===== src/rtl/base14_pkg.sv =====
// Shared constants, entry-state encoding and digit check for the base-14 operand datapath.
// The low two bits of each entry state double as the externally visible slot index.
package base14_pkg;

    localparam int RADIX   = 14;
    localparam int DIGIT_W = 4;

    // DONE shares low bits 2'b11 with GET_A1 so the slot reads 3 once an entry completes.
    typedef enum logic [2:0] {
        GET_B0 = 3'b000,
        GET_B1 = 3'b001,
        GET_A0 = 3'b010,
        GET_A1 = 3'b011,
        DONE   = 3'b111
    } entry_state_e;

    function automatic logic digit_ok(input logic [DIGIT_W-1:0] d);
        return {1'b0, d} < (DIGIT_W+1)'(RADIX);
    endfunction

    function automatic entry_state_e next_state(input entry_state_e s);
        case (s)
            GET_A1:  return GET_A0;
            GET_A0:  return GET_B1;
            GET_B1:  return GET_B0;
            GET_B0:  return DONE;
            default: return GET_A1;
        endcase
    endfunction

endpackage


===== src/rtl/edge_pulse.sv =====
// One-cycle rising-edge detector with synchronous active-low reset; pulse is registered,
// so it appears one clock after the input rise and a held input yields a single pulse.
module edge_pulse (
    input  logic clk,
    input  logic rst_n,
    input  logic in_i,
    output logic pulse_o
);

    logic in_q;
    logic pulse_q;

    always_ff @(posedge clk) begin
        if (!rst_n) begin
            in_q    <= 1'b0;
            pulse_q <= 1'b0;
        end else begin
            in_q    <= in_i;
            pulse_q <= in_i & ~in_q;
        end
    end

    assign pulse_o = pulse_q;

endmodule


===== src/rtl/base14_operand_entry.sv =====
// Collects A1,A0,B1,B0 base-14 digits one enter press at a time.
// Latency: outputs change 2 clocks after enter rises.
// Backpressure: none; optional ENTRY_TIMEOUT_EN discards an abandoned partial entry after TIMEOUT_CYCLES idle clocks.
module base14_operand_entry
    import base14_pkg::*;
#(
    parameter int unsigned TIMEOUT_CYCLES = 250000000
)
(
    input  logic               CLOCK_50,
    input  logic               resetn,
    input  logic [DIGIT_W-1:0] digit,
    input  logic               enter,
    output logic [DIGIT_W-1:0] A1,
    output logic [DIGIT_W-1:0] A0,
    output logic [DIGIT_W-1:0] B1,
    output logic [DIGIT_W-1:0] B0,
    output logic               operands_valid,
    output logic               entry_err,
    output logic [1:0]         slot
);

    entry_state_e       state_q;
    logic [DIGIT_W-1:0] a1_q, a0_q, b1_q, b0_q;
    logic               valid_q;
    logic               err_q;
    logic               press;
    logic               timeout;

    edge_pulse u_enter_edge (
        .clk     (CLOCK_50),
        .rst_n   (resetn),
        .in_i    (enter),
        .pulse_o (press)
    );

`ifdef ENTRY_TIMEOUT_EN
    localparam int CNT_W = $clog2(TIMEOUT_CYCLES + 1);

    logic [CNT_W-1:0] cnt_q, cnt_d;
    logic             counting;

    assign counting = (state_q == GET_A0) || (state_q == GET_B1) || (state_q == GET_B0);
    assign timeout  = counting && (cnt_q == CNT_W'(TIMEOUT_CYCLES));

    always_comb begin
        cnt_d = cnt_q;
        if (!counting || press) begin
            cnt_d = '0;
        end else if (!timeout) begin
            cnt_d = cnt_q + 1'b1;
        end
    end

    always_ff @(posedge CLOCK_50) begin
        if (!resetn) begin
            cnt_q <= '0;
        end else begin
            cnt_q <= cnt_d;
        end
    end
`else
    assign timeout = 1'b0;
`endif

    always_ff @(posedge CLOCK_50) begin
        if (!resetn) begin
            state_q <= GET_A1;
            a1_q    <= '0;
            a0_q    <= '0;
            b1_q    <= '0;
            b0_q    <= '0;
            valid_q <= 1'b0;
            err_q   <= 1'b0;
        end else if (press) begin
            if (state_q == DONE) begin
                // The press that leaves DONE only restarts entry; its digit is discarded.
                state_q <= GET_A1;
                a1_q    <= '0;
                a0_q    <= '0;
                b1_q    <= '0;
                b0_q    <= '0;
                valid_q <= 1'b0;
            end else if (digit_ok(digit)) begin
                case (state_q)
                    GET_A1:  a1_q <= digit;
                    GET_A0:  a0_q <= digit;
                    GET_B1:  b1_q <= digit;
                    default: b0_q <= digit;
                endcase
                state_q <= next_state(state_q);
                err_q   <= 1'b0;
                if (state_q == GET_B0) begin
                    valid_q <= 1'b1;
                end
            end else begin
                err_q <= 1'b1;
            end
        end else if (timeout) begin
            state_q <= GET_A1;
            a1_q    <= '0;
            a0_q    <= '0;
            b1_q    <= '0;
            b0_q    <= '0;
            err_q   <= 1'b0;
        end
    end

    assign A1             = a1_q;
    assign A0             = a0_q;
    assign B1             = b1_q;
    assign B0             = b0_q;
    assign operands_valid = valid_q;
    assign entry_err      = err_q;
    assign slot           = state_q[1:0];

endmodule


===== config.mk =====
export PLATFORM = sky130hd
export DESIGN_NAME = base14_operand_entry
export DESIGN_NICKNAME = d
export VERILOG_FILES = /design/src/rtl/base14_pkg.sv /design/src/rtl/edge_pulse.sv /design/src/rtl/base14_operand_entry.sv
export SDC_FILE = /design/constraint.sdc
export NUM_CORES = 1
export LEC_CHECK = 0
export CELL_PAD_IN_SITES_DETAIL_PLACEMENT = 0
export CELL_PAD_IN_SITES_GLOBAL_PLACEMENT = 1
export CORE_ASPECT_RATIO = 0.6
export CORE_UTILIZATION = 36
export DETAILED_ROUTE_END_ITERATION = 12
export PLACE_DENSITY = 0.78
export SETUP_SLACK_MARGIN = 0.02
export SLEW_MARGIN = 25
export SYNTH_ARGS = -nofsm -noshare
export SYNTH_HDL_FRONTEND = slang
export SYNTH_SLANG_ARGS = --single-unit

===== constraint.sdc =====
create_clock -name CLOCK_50 -period 1.5 [get_ports CLOCK_50]
set_input_delay 0.225 -clock CLOCK_50 [delete_from_list [all_inputs] [get_ports CLOCK_50]]
set_output_delay 0.225 -clock CLOCK_50 [all_outputs]
set_load 0.03 [all_outputs]

==> results.sh <==
export IMPL_period_minus_slack_ns=1.33
export IMPL_grt_overflow=0
export IMPL_setup_tns_ns=0
export IMPL_grt_max_degree=24
export IMPL_syn_to_final_growth_pct=33.6
export IMPL_synth_cell_types=32
export IMPL_drtIter0Drc=93
export IMPL_synth_area_leaders="dfxtp_1, mux2i_1, buf_6"
export IMPL_cts_sinks=23
export IMPL_crit_type="in2reg"
export IMPL_synth_area_sq_um=1080
export IMPL_post_dp_hpwl_um=1840
export IMPL_grt_pass1_wl_um=4290
export IMPL_drcViolationCount=0
export IMPL_post_cts_setup_buffers=0
export IMPL_drt_pass1_iter_count=4
export IMPL_crit_family="simple AND/OR/NAND/NOR gates"
export IMPL_worstSetupEndpoint="A0[3]$_SDFFE_PN0P_"
export IMPL_ys_ff_latch=23
export IMPL_final_cells=178
export IMPL_worstReg2RegEnd="state_q[2]$_SDFFE_PN0P_"
export IMPL_r2r_slack_ns=0.20
export IMPL_vias=870
export IMPL_drtAntennaViolNets=0
export IMPL_grt_antenna_before_repair=0
export IMPL_initial_core_util_pct=40.6
export IMPL_yosysWarnings=0
export IMPL_setup_viol_count_final=0
export IMPL_vias_per_cell=4.89
export IMPL_grt_pass1_vias=861
export IMPL_grt_use_total_pct=17.9
export IMPL_netlist_instances=102
export IMPL_num_rows=14
export IMPL_die_height_um=44.4
export IMPL_maxSlewHeadroom_pct=75.7
export IMPL_routedWlPerCell_um=14.1
export IMPL_start_kind="input pin"
export IMPL_ys_seq_area_share_pct=42.6
export IMPL_cts_resized=19
export IMPL_syn_nets=109
export IMPL_vdd_drop_max_v=0.000577
export IMPL_synth_most_common_cell="dfxtp_1"
export IMPL_clkLatencyLatePin_ns=0.26
export IMPL_cts_buffer_depth=2
export IMPL_die_area_sq_um=3230
export IMPL_cp_depth=4
export IMPL_synth_edff_count=0
export IMPL_rsz0062_at_grt="no"
export IMPL_final_hold_violation_count=0
export IMPL_regArea_sq_um=463
export IMPL_crit_chain="clkdlybuf4s50_1, and3_4, nor4b_4, a22o_2"
export IMPL_tightest_slew_ns=0.363
export IMPL_synth_largest_area_cell="dfxtp_1"
export IMPL_drv_slew=0
export IMPL_r2r_start="u_enter_edge.pulse_o$_SDFF_PN0_"
export IMPL_synth_top_area_share_pct=42.6
export IMPL_critPathBufInv=1
export IMPL_critical_path_arrival_ns=1.55
export IMPL_syn_avg_cell_area_sq_um=10.6
export IMPL_nFillCells=243
export IMPL_drv_cap=0
export IMPL_htree_levels=1
export IMPL_ys_async_sr_fraction_pct=0
export IMPL_multi_input_area_sq_um=541
export IMPL_hold_class="reg2reg"
export IMPL_ioPinCount=27
export IMPL_hold_buffers=0
export IMPL_netlist_top_cells_count="dfxtp_1, nand2_1, mux2i_1, nand3_1, buf_6"
export IMPL_cp_slowest_stage_delay_ns=0.49
export IMPL_endpoint_kind="register"
export IMPL_powerDensity_nw_per_um2=804
export IMPL_crit_start="digit[2]"
export IMPL_cts_tree="built"
export IMPL_io_buffers=26
export IMPL_routabilityCongestion=0.757
export IMPL_critical_path_slowest_cell="clkdlybuf4s50_1"
export IMPL_required_ns=1.71
export IMPL_die_w_um=72.7
export IMPL_synthFlopType="dfxtp_1"
export IMPL_dpl_cell_count=174
export IMPL_cts_root_buf="clkbuf_8"
export IMPL_finalClockSkew_ns=0.00193
export IMPL_layout_drive_gt1_share_pct=21.7
export IMPL_status="complete, no violations"
export IMPL_final_nets=146
export IMPL_rr_worst_depth=4
export IMPL_fin_crit_sh_pct=88.9
export IMPL_path_clk_slew_ns=0.08
export IMPL_core_area_sq_um=2660
export IMPL_leakage_uw=0.000682
export IMPL_diodes=0
export IMPL_cts_buffers_inserted=3
export IMPL_max_freq_mhz=750
export IMPL_drt_wl_total_um=2500
export IMPL_critPathMaxFanout=5
-- sequential cells by signal, summed over array words and instances (netlist names) --
register	flops
A0	4
A1	4
entry_err	1
u_enter_edge.in_q	1
operands_valid	1
B1	4
state_q	3
u_enter_edge.pulse_o	1
B0	4
-- report_power, final --
part	switching [uW]	leakage [uW]	internal [uW]
Combinational	79.5	0.000470	64.1
Sequential	9.81	0.000186	623
Clock	199	0.0000255	185
Total	288	0.000682	872
-- cell families after synthesis --
kind of cell | Yosys count | synth area share [%]
compound gates | 17 | 14.4
buf+inv | 9 | 7.30
simple gates | 40 | 23.5
mux | 13 | 12.2
flops | 23 | 42.6
-- placed cells by master (no fill, tap or decap), types with 2 or more instances in the layout --
cell type         n
clkdlybuf4s50_1   6
nor3b_1           2
a22o_1            3
and3_1            4
clkbuf_8          3
and2_1            2
mux2i_1          12
dlygate4sd2_1    19
nand2_1          14
buf_4            15
dfxtp_2           2
o21ai_0           2
dfxtp_1          21
nor2_1            3
nand3_1           7
nand4_1           2
a21oi_1           3
-- layer usage --
layer / track usage, % / wire [um] / up-vias
li1: - / - / 435
met1: 25.9 / 1330 / 405
met2: 26.0 / 1010 / 28
met3: 5.92 / 148 / 2
met4: 3.53 / 8 / 0
met5: 0 / 0 / -
-- through the flow --
step           utilization, %  hold slack, ns  power [uW]  setup slack (ns)  cell area, sq um
5_1_grt                  54.2           0.389        1220            0.0563              1440
3_3_place_gp             53.2           0.373         793           -0.0945              1420
2_1_floorplan               -           0.358         734             0.392              1080
4_1_cts                  54.1           0.383        1170             0.107              1440
6_report                 54.2           0.376        1160             0.166              1440
3_5_place_dp             53.2           0.371         795            -0.126              1420
-- cell type report --
cell class | count | share of cell area, %
multi-input cells | 70 | 37.5
flip-flops and latches | 23 | 32.1
repair buffers | 40 | 23.5
well taps | 40 | 3.47
clock buffers | 3 | 2.86
clock inverters | 1 | 0.347
inverters | 1 | 0.260
-- worst min path at each step --
stage	from	end	slack, ns	cells past startpoint
final	u_enter_edge.in_q$_SDFF_PN0_	u_enter_edge.pulse_o$_SDFF_PN0_	0.38	1
after global routing	u_enter_edge.in_q$_SDFF_PN0_	u_enter_edge.pulse_o$_SDFF_PN0_	0.39	1
after CTS	u_enter_edge.in_q$_SDFF_PN0_	u_enter_edge.pulse_o$_SDFF_PN0_	0.38	1
after detailed placement	u_enter_edge.in_q$_SDFF_PN0_	u_enter_edge.pulse_o$_SDFF_PN0_	0.37	1
after global placement	u_enter_edge.in_q$_SDFF_PN0_	u_enter_edge.pulse_o$_SDFF_PN0_	0.37	1
after floorplan	digit[0]	A0[0]$_SDFFE_PN0P_	0.36	1
Note: power is estimated with default switching activity, not from simulation.
